`config.mk`:
```
export PLATFORM = sky130hd
export DESIGN_NAME = congruence_xform
export DESIGN_NICKNAME = d
export VERILOG_FILES = /design/src/rtl/obb_pkg.sv /design/src/rtl/congruence_xform_dot3.sv /design/src/rtl/congruence_xform.sv
export SDC_FILE = /design/constraint.sdc
export NUM_CORES = 2
export LEC_CHECK = 0
export BUFFER_PORTS_ARGS = -buffer_cell sky130_fd_sc_hd__buf_4
export CORE_MARGIN = 4
export CORE_UTILIZATION = 30
export CTS_CLUSTER_DIAMETER = 40
export DETAILED_ROUTE_END_ITERATION = 8
export PLACE_DENSITY = 0.52
export SLEW_MARGIN = 0
export SYNTH_ARGS = -nofsm -noshare
export SYNTH_HDL_FRONTEND = slang
export SYNTH_SLANG_ARGS = --single-unit
```
`constraint.sdc`:
```
create_clock -name clk -period 32.3 [get_ports clk]
set_input_delay 1.615 -clock clk [delete_from_list [all_inputs] [get_ports clk]]
set_output_delay 1.615 -clock clk [all_outputs]
set_load 0.005 [all_outputs]
```
`src/rtl/obb_pkg.sv`:
```
// Shared types, step-order tables and narrowing helper for the congruence transform engine.
package obb_pkg;

  typedef enum logic [1:0] {IDLE, P1, P2, DONE} state_e;

  localparam logic [3:0] P1_LEN = 4'd9;
  localparam logic [3:0] P2_LEN = 4'd6;

  // Two bits per step, step 0 at the LSBs.
  localparam logic [17:0] P1_I_TAB = {2'd2, 2'd2, 2'd2, 2'd1, 2'd1, 2'd1, 2'd0, 2'd0, 2'd0};
  localparam logic [17:0] P1_J_TAB = {2'd2, 2'd1, 2'd0, 2'd2, 2'd1, 2'd0, 2'd2, 2'd1, 2'd0};
  localparam logic [11:0] P2_I_TAB = {2'd2, 2'd1, 2'd1, 2'd0, 2'd0, 2'd0};
  localparam logic [11:0] P2_J_TAB = {2'd2, 2'd2, 2'd1, 2'd2, 2'd1, 2'd0};

  localparam int WIDE = 80;
  typedef logic signed [WIDE-1:0] wide_t;

  function automatic logic [3:0] idx3(input logic [1:0] r, input logic [1:0] c);
    return 4'(r) * 4'd3 + 4'(c);
  endfunction

  function automatic wide_t sat_narrow(input wide_t x, input int unsigned w, output logic clamped);
    wide_t hi;
    wide_t lo;
    hi = (wide_t'(1) <<< (w - 1)) - wide_t'(1);
    lo = -hi - wide_t'(1);
    clamped = 1'b0;
    if (x > hi) begin
      clamped = 1'b1;
      return hi;
    end
    if (x < lo) begin
      clamped = 1'b1;
      return lo;
    end
    return x;
  endfunction

endpackage

```
`src/rtl/congruence_xform_dot3.sv`:
```
// Combinational three-term signed dot product with FRAC rescale and W-bit narrowing.
// SATURATE_EN selects clamping (with ovf); otherwise the low W bits are kept.
module dot3 import obb_pkg::*; #(
  parameter int W    = 21,
  parameter int FRAC = 8
) (
  input  logic signed [W-1:0] a0,
  input  logic signed [W-1:0] a1,
  input  logic signed [W-1:0] a2,
  input  logic signed [W-1:0] b0,
  input  logic signed [W-1:0] b1,
  input  logic signed [W-1:0] b2,
  output logic signed [W-1:0] y,
  output logic                ovf
);

  logic signed [2*W-1:0] p0, p1, p2;
  logic signed [2*W+1:0] sum;
`ifdef SATURATE_EN
  wide_t yw;
  logic  clamp;
`endif

  always_comb begin
    p0  = a0 * b0;
    p1  = a1 * b1;
    p2  = a2 * b2;
    sum = (2*W+2)'(p0) + (2*W+2)'(p1) + (2*W+2)'(p2);
`ifdef SATURATE_EN
    yw  = sat_narrow(wide_t'(sum >>> FRAC), W, clamp);
    y   = W'(yw);
    ovf = clamp;
`else
    y   = W'(sum >>> FRAC);
    ovf = 1'b0;
`endif
  end

endmodule

```
`src/rtl/congruence_xform.sv`:
```
// Sequential R = E^T*M*E (mode 0) or E*M*E^T (mode 1) engine, upper triangle only.
// Narrowing behaviour follows SATURATE_EN inside dot3; without it ovf stays 0.
module congruence_xform import obb_pkg::*; #(
  parameter int W    = 21,
  parameter int FRAC = 8
) (
  input  logic           clk,
  input  logic           rst,
  input  logic           start,
  input  logic           mode,
  input  logic [9*W-1:0] e_flat,
  input  logic [9*W-1:0] m_flat,
  output logic           busy,
  output logic           done,
  output logic [W-1:0]   r11,
  output logic [W-1:0]   r12,
  output logic [W-1:0]   r13,
  output logic [W-1:0]   r22,
  output logic [W-1:0]   r23,
  output logic [W-1:0]   r33,
  output logic           ovf
);

  state_e state_q, state_d;
  logic [3:0] cnt_q, cnt_d;
  logic mode_q, mode_d;
  logic ovfs_q, ovfs_d, ovf_q, ovf_d, done_q, done_d;
  logic signed [W-1:0] e_q [9];
  logic signed [W-1:0] e_d [9];
  logic signed [W-1:0] m_q [9];
  logic signed [W-1:0] m_d [9];
  logic signed [W-1:0] t_q [9];
  logic signed [W-1:0] t_d [9];
  logic signed [W-1:0] rs_q [6];
  logic signed [W-1:0] rs_d [6];
  logic signed [W-1:0] r_q [6];
  logic signed [W-1:0] r_d [6];

  logic [1:0] op_i, op_j;
  logic signed [W-1:0] a [3];
  logic signed [W-1:0] b [3];
  logic signed [W-1:0] dot_y;
  logic dot_ovf;

  // P1 walks T row-major; P2 walks the upper triangle of R.
  always_comb begin
    op_i = P1_I_TAB[{cnt_q, 1'b0} +: 2];
    op_j = P1_J_TAB[{cnt_q, 1'b0} +: 2];
    for (int k = 0; k < 3; k++) begin
      a[k] = mode_q ? e_q[idx3(op_i, 2'(k))] : e_q[idx3(2'(k), op_i)];
      b[k] = m_q[idx3(2'(k), op_j)];
    end
    if (state_q == P2) begin
      op_i = P2_I_TAB[{cnt_q, 1'b0} +: 2];
      op_j = P2_J_TAB[{cnt_q, 1'b0} +: 2];
      for (int k = 0; k < 3; k++) begin
        a[k] = t_q[idx3(op_i, 2'(k))];
        b[k] = mode_q ? e_q[idx3(op_j, 2'(k))] : e_q[idx3(2'(k), op_j)];
      end
    end
  end

  dot3 #(.W(W), .FRAC(FRAC)) u_dot3 (
    .a0(a[0]), .a1(a[1]), .a2(a[2]),
    .b0(b[0]), .b1(b[1]), .b2(b[2]),
    .y(dot_y), .ovf(dot_ovf)
  );

  always_comb begin
    state_d = state_q;
    cnt_d   = cnt_q;
    mode_d  = mode_q;
    ovfs_d  = ovfs_q;
    ovf_d   = ovf_q;
    done_d  = 1'b0;
    e_d     = e_q;
    m_d     = m_q;
    t_d     = t_q;
    rs_d    = rs_q;
    r_d     = r_q;
    case (state_q)
      IDLE: if (start) begin
        state_d = P1;
        cnt_d   = 4'd0;
        mode_d  = mode;
        ovfs_d  = 1'b0;
        for (int i = 0; i < 9; i++) begin
          e_d[i] = e_flat[i*W +: W];
          m_d[i] = m_flat[i*W +: W];
        end
      end
      P1: begin
        t_d[cnt_q] = dot_y;
        ovfs_d     = ovfs_q | dot_ovf;
        cnt_d      = (cnt_q == P1_LEN - 4'd1) ? 4'd0 : cnt_q + 4'd1;
        if (cnt_q == P1_LEN - 4'd1) state_d = P2;
      end
      P2: begin
        rs_d[cnt_q[2:0]] = dot_y;
        ovfs_d           = ovfs_q | dot_ovf;
        cnt_d            = cnt_q + 4'd1;
        if (cnt_q == P2_LEN - 4'd1) state_d = DONE;
      end
      DONE: begin
        r_d     = rs_q;
        ovf_d   = ovfs_q;
        done_d  = 1'b1;
        state_d = IDLE;
      end
      default: state_d = IDLE;
    endcase
  end

  always_ff @(posedge clk) begin
    if (rst) begin
      state_q <= IDLE;
      cnt_q   <= 4'd0;
      mode_q  <= 1'b0;
      ovfs_q  <= 1'b0;
      ovf_q   <= 1'b0;
      done_q  <= 1'b0;
      for (int i = 0; i < 9; i++) t_q[i] <= '0;
      for (int i = 0; i < 6; i++) begin
        rs_q[i] <= '0;
        r_q[i]  <= '0;
      end
    end else begin
      state_q <= state_d;
      cnt_q   <= cnt_d;
      mode_q  <= mode_d;
      ovfs_q  <= ovfs_d;
      ovf_q   <= ovf_d;
      done_q  <= done_d;
      t_q     <= t_d;
      rs_q    <= rs_d;
      r_q     <= r_d;
    end
  end

  // Operand latches only change on acceptance, so they need no reset.
  always_ff @(posedge clk) begin
    e_q <= e_d;
    m_q <= m_d;
  end

  assign busy = (state_q != IDLE) || done_q;
  assign done = done_q;
  assign ovf  = ovf_q;
  assign r11  = r_q[0];
  assign r12  = r_q[1];
  assign r13  = r_q[2];
  assign r22  = r_q[3];
  assign r23  = r_q[4];
  assign r33  = r_q[5];

endmodule

```
Word level (Yosys, flattened, before mapping) --
Cells that the tools add are included.
Word-level totals: flip-flop bits (word level) 827, input port bits 382, output and inout bits 129, logic and storage cells 203
Operators by class: add/sub/neg operators 15, multiply operators 6, order comparisons 22, eq/ne operators 8, shift-type cells 4, mux-type cells 76, bitwise gates (word level) 20, reductions and logical operators 9
Operators by type and width (count):
- 21-bit binary-select mux with 4-bit select | 18
- 21-bit two-way mux | 44
- 189-bit bitwise mux | 1
- 126-bit bitwise mux | 1
- 63-bit two-way mux | 2
- 5-bit >= comparator, second input constant | 19
- 21-bit by 21-bit multiplier with 29-bit output | 3
- 21-bit demux with 4-bit select | 1
- 4-bit NOT with 5-bit output | 13
- 21-bit demux with 3-bit select | 1
- 29-bit adder | 2
- 18-bit by 6-bit variable part select with 2-bit output, first input constant | 2
- 12-bit by 6-bit variable part select with 2-bit output, first input constant | 2
- 4-bit by 1-bit adder with 4-bit output, second input constant | 4
- 2-bit NOT with 5-bit output | 3
- 3-bit NOT with 5-bit output | 3
- 3-bit by 2-bit adder with 4-bit output, first input constant | 3
- 4-bit by 2-bit adder with 4-bit output, second input constant | 3
- 2-bit by 2-bit multiplier with 4-bit output, second input constant | 3
- 4-bit case mux with 3 select lines | 1
- 2-bit by 2-bit adder with 3-bit output, first input constant | 3
- 4-bit two-way mux | 2
- 2-bit case mux with 4 select lines | 1
- 2-bit two-way mux | 3
- other kinds (18) | 22

Longest topological paths before layout --
depth in word-level cells 13, mapped depth 59, mapped depth without buffers 46

Hierarchy --
A second synthesis with hierarchy kept.
Second synthesis, totals: cell total of the unflattened synthesis 7825, area total of the unflattened synthesis 79698.9 sq um
Modules (own cells, without submodules):
- congruence_xform | instances 1, cells an instance 4078, area each 45188.3 sq um, sequential area each 20379.5 sq um
- dot3 | instances 1, cells an instance 3747, area each 34510.6 sq um, sequential area each 0.0 sq um

Worst setup path after synthesis --
OpenSTA, ideal clock, no wires.
path type flip-flop to flip-flop, from register cnt_q[0], to register rs_q[125] in the netlist's numbering, setup time 0.070 ns, arrival time 13.698 ns, data required time 32.230 ns, path slack 18.532 ns, stages on the path, launching flop included 55, buffers on the path 14, period minus slack after synthesis 13.768 ns, path through dfxtp_1 -> inv_1 -> ha_1 -> nand2b_1 -> a21oi_1 -> buf_2 -> buf_4 -> buf_2 -> buf_2 -> clkbuf_1 -> inv_1 -> ha_1 -> buf_2 -> buf_2 -> buf_2 -> buf_2 -> buf_2 -> buf_1 -> (+19 left out) -> inv_1 -> fa_1 -> ha_1 -> xor2_1 -> xnor2_1 -> xnor2_1 -> xnor2_1 -> xnor2_1 -> xnor2_1 -> xnor2_1 -> xnor2_1 -> xnor2_1 -> xnor3_1 -> xnor3_2 -> xor2_2 -> buf_6 -> nand2_2 -> a21oi_2
Between the ends: longest elaborated chain between the ends 13, elaborated cells on any way between the ends 111, those cells by class add/sub (14); mul (6); order compare (2); shift (4); mux (65); bitwise (19); reduce/logical (1)
RTL lines:
- from (decl) | RTL line congruence_xform.sv:25 | logic [3:0] cnt_q, cnt_d;
- from (signal assigned) | RTL line congruence_xform.sv:129 | cnt_q <= cnt_d;
- 18-bit by 6-bit variable part select with 2-bit output or 12-bit by 6-bit variable part select with 2-bit output (tied branches) | RTL line congruence_xform.sv:47, congruence_xform.sv:55
- 2-bit by 2-bit multiplier with 4-bit output | RTL line obb_pkg.sv:19 | return 4'(r) * 4'd3 + 4'(c);
- 4-bit by 1-bit adder with 4-bit output | RTL line obb_pkg.sv:19
- 4-bit NOT with 5-bit output, on equally long branches | RTL line congruence_xform.sv:50, congruence_xform.sv:58
- 21-bit binary-select mux with 4-bit select, on equally long branches | RTL line congruence_xform.sv:50, congruence_xform.sv:58
- 21-bit two-way mux, on equally long branches (3 in a row) | RTL line congruence_xform.sv:50, congruence_xform.sv:58
- 63-bit two-way mux | RTL line congruence_xform.sv:53 | if (state_q == P2) begin
- 21-bit by 21-bit multiplier with 29-bit output | RTL line congruence_xform_dot3.sv:26 | p1 = a1 * b1;
- 29-bit adder (2 in a row) | RTL line congruence_xform_dot3.sv:28 | sum = (2*W+2)'(p0) + (2*W+2)'(p1) + (2*W+2)'(p2);
- 126-bit bitwise mux (*) | RTL line congruence_xform.sv:99 | rs_d[cnt_q[2:0]] = dot_y;
- to (signal assigned) | RTL line congruence_xform.sv:135 | rs_q <= rs_d;
- to (decl) | RTL line congruence_xform.sv:34 | logic signed [W-1:0] rs_q [6];
Mark *: on every way between the ends. The rest lies on a longest branch, timed or not. The select of a mux whose other input is x is not followed. A chain may end at the register's enable or synchronous reset.

Final worst setup path --
from register cnt_q[0], to register t_q[142] in the netlist's numbering
Between the ends: longest elaborated chain between the ends 13, elaborated cells on any way between the ends 111, those cells by class add/sub (14); mul (6); order compare (2); shift (4); mux (65); bitwise (19); reduce/logical (1)
RTL lines:
- 18-bit by 6-bit variable part select with 2-bit output or 12-bit by 6-bit variable part select with 2-bit output (tied branches) | RTL line congruence_xform.sv:47, congruence_xform.sv:55
- 2-bit by 2-bit multiplier with 4-bit output | RTL line obb_pkg.sv:19
- 4-bit by 1-bit adder with 4-bit output | RTL line obb_pkg.sv:19
- 4-bit NOT with 5-bit output, on equally long branches | RTL line congruence_xform.sv:50, congruence_xform.sv:58
- 21-bit binary-select mux with 4-bit select, on equally long branches | RTL line congruence_xform.sv:50, congruence_xform.sv:58
- 21-bit two-way mux, on equally long branches (3 in a row) | RTL line congruence_xform.sv:50, congruence_xform.sv:58
- 63-bit two-way mux | RTL line congruence_xform.sv:53
- 21-bit by 21-bit multiplier with 29-bit output | RTL line congruence_xform_dot3.sv:26
- 29-bit adder (2 in a row) | RTL line congruence_xform_dot3.sv:28
- 189-bit bitwise mux (*) | RTL line congruence_xform.sv:93 | t_d[cnt_q] = dot_y;
- to (signal assigned) | RTL line congruence_xform.sv:134 | t_q <= t_d;
- to (decl) | RTL line congruence_xform.sv:32 | logic signed [W-1:0] t_q [9];
Marks and branches as above.

==> flow_metrics.tcl <==
set metrics [dict create \
    slew_violations 0 \
    finalCritPeriodShare 0.480 \
    ctsResizeCount 0 \
    hold_violations 0 \
    cp-end-kind "flip-flop" \
    gr-total-overflow 0 \
    finalSetupTns_ns 0 \
    clk_path_buf_depth 3 \
    antenna_found_initial 18 \
    core_area_um2 263000 \
    dpl.hpwl_mm 244 \
    start_util 0.302 \
    die_area_um2 273000 \
    nNetsFinal 9769 \
    die_h_um 523 \
    dr_wl_met2_mm 142 \
    gp_congestion 0.960 \
    synth_cell_types 100 \
    syn_to_final_growth_pct 14.3 \
    layout_common_cells "1,252 x nand2_1, 1,140 x inv_1, 999 x fa_1" \
    routed_wl_mm 311 \
    max_stage_delay_ns 0.84 \
    clock_sinks 827 \
    hp-class "reg -> reg" \
    fmax_mhz 64.5 \
    ys_warn_count 0 \
    crit_path_start "cnt_q[0]" \
    grt_pass1_wl_mm 451 \
    ant_nets 0 \
    die_width_um 523 \
    wl_met1_mm 123 \
    cp_data_required_time_ns 32.96 \
    cts_made_buffers 96 \
    reg2reg_from "cnt_q[0]" \
    setup_viol_count_final 0 \
    grt_max_degree 157 \
    worstPathArrival_ns 16.16 \
    ff2ff_path_depth 48 \
    num_vias 61173 \
    maxSlewHeadroom 0.0344 \
    status "complete, no violations" \
    drt_iter0_drc 6154 \
    slowest_stage "xnor2_2" \
    clk_pin_slew_ns 0.06 \
    r2r_end "t_q[142]" \
    synthArstFlopShare 0 \
    top_layer "met5" \
    r2r_slack_ns 16.80 \
    final_common_cell "nand2_1" \
    startpoint_type "flip-flop" \
    drc 0 \
    cap_viol_max_count 0 \
    cp_max_fo 20 \
    synth_area_per_cell_um2 10.2 \
    fin_crit_ns 15.50 \
    io_pins 511 \
    routed_wire_length_per_instance_um 26.4 \
    skew_ns 0.104 \
    vias_per_cell 5.21 \
    worstSetupPathType "reg -> reg" \
    ys_seq_elements 827 \
    fill_cells 26713 \
    rows 188 \
    syn-num-nets 9463 \
    h-tree-depth 3 \
    cts_tree "yes" \
    track_usage 0.225 \
    ys.flop_type "dfxtp_1" \
    clk_latency_ns 0.78 \
    critPathCapture "t_q[142]" \
    postCtsSetupBuffers 0 \
    yosysSeqAreaShare 0.256 \
    synth_edf_count 378 \
    postSynthCellCount 7825 \
    drive_gt1_frac 0.174 \
    rsz0062_at_grt "no" \
    route.met3.wl_mm 25.3 \
    syn_area_um2 79500 \
    portBuffers 509 \
    firstDrtPassIters 6 \
    cts_root_buf "clkbuf_16" \
    hold_buffers 0 \
    grt_pass1_vias 63053 \
    worst_pin_slew_ns 1.43 \
]
## logic make-up after synthesis
group                    synth area share
XOR/XNOR                           0.0146
AO/OA/AOI/OAI                      0.0680
flip-flops                          0.256
other                           0.0000472
multiplexers                        0.159
buffers and inverters              0.0839
adder cells (fa/ha/maj)             0.292
AND/OR/NAND/NOR                     0.126
## layout make-up
type | count | area, µm² | area share
diodes | 16 | 40.0 | 0.000441
repair buffers | 716 | 5420 | 0.0597
clock buffers | 115 | 2560 | 0.0282
multi-input cells | 5341 | 52900 | 0.582
inverters | 1149 | 4320 | 0.0476
clock inverters | 66 | 855 | 0.00940
flip-flops and latches | 827 | 20300 | 0.224
well taps | 3515 | 4400 | 0.0484
## routing by layer
layer / GRT usage / vias up
li1: - / 26181
met1: 0.293 / 31422
met2: 0.352 / 2959
met3: 0.0432 / 607
met4: 0.125 / 4
met5: 0 / -
## critical path: cells and delay by family (launching register included)
| kind | cells | cell delay (ns) |
|---|---|---|
| adder cells (fa/ha/maj) | 13 | 5.93 |
| AO/OA/AOI/OAI | 12 | 2.71 |
| AND/OR/NAND/NOR | 10 | 2.15 |
| buffers and inverters | 11 | 2.68 |
| flip-flops | 1 | 0.48 |
| XOR/XNOR | 2 | 1.37 |
## worst min-delay path by stage
stage	startpoint	endpoint	cells past startpoint	slack (ns)
detailed placement	t_q[183]	t_q[183]	2	0.45
floorplan	t_q[105]	t_q[105]	2	0.44
global placement	rs_q[51]	rs_q[51]	2	0.44
global route	rs_q[104]	r12[20]	2	0.45
CTS	rs_q[104]	r12[20]	2	0.45
finish	rs_q[52]	rs_q[52]	2	0.45
## through the flow
step / hold slack [ns] / setup slack, ns / utilization / instances / area, µm²
finish: 0.453 / 16.80 / 0.346 / 11745 / 90900
global route: 0.454 / 15.96 / 0.345 / 11740 / 90900
CTS: 0.447 / 17.01 / 0.345 / 11728 / 90800
detailed placement: 0.446 / 17.06 / 0.332 / 11547 / 87400
global placement: 0.442 / 17.03 / 0.332 / 11546 / 87400
floorplan: 0.436 / 18.53 / - / 7825 / 79500
## registers in the layout (all words and copies together) (netlist names), 2 cells and up
register / flops
r13: 21
r22: 21
r23: 21
e_q: 189
state_q: 2
r12: 21
m_q: 189
rs_q: 126
cnt_q: 4
r11: 21
r33: 21
t_q: 189
## Yosys cell counts (12+ instances only)
cell      count  area [µm²]
and2_1      192        1200
a21o_1       15         113
or2_2        50         313
fa_1        999       20000
a211oi_1     32         240
nor3_1       19        95.1
mux4_2      368        8290
nand2b_1    114         713
o21ai_1      26         130
ha_1        257        3220
a31oi_1      29         181
inv_1      1141        4280
xor2_1       17         149
buf_4        12        90.1
o31ai_1      16         120
nand3_1      44         220
buf_2        49         245
o22ai_1      13        81.3
nor2b_1      97         607
dfxtp_1     449        8990
o21a_1       17         128
nand3b_1     18         135
buf_1        44         165
buf_6        28         315
a22oi_1      36         270
nand2_1    1252        4700
and3_1       17         106
a21oi_1     386        1930
clkbuf_1    365        1370
edfxtp_1    378       11400
nor2_1      441        1660
xnor2_1      93         815
o211ai_1     46         345
mux2i_1     419        4190
o21ai_0     150         751
Power is left out: the tool's default activity adds up to more than one toggle a clock period on the data nets, which glitch-free logic cannot reach.
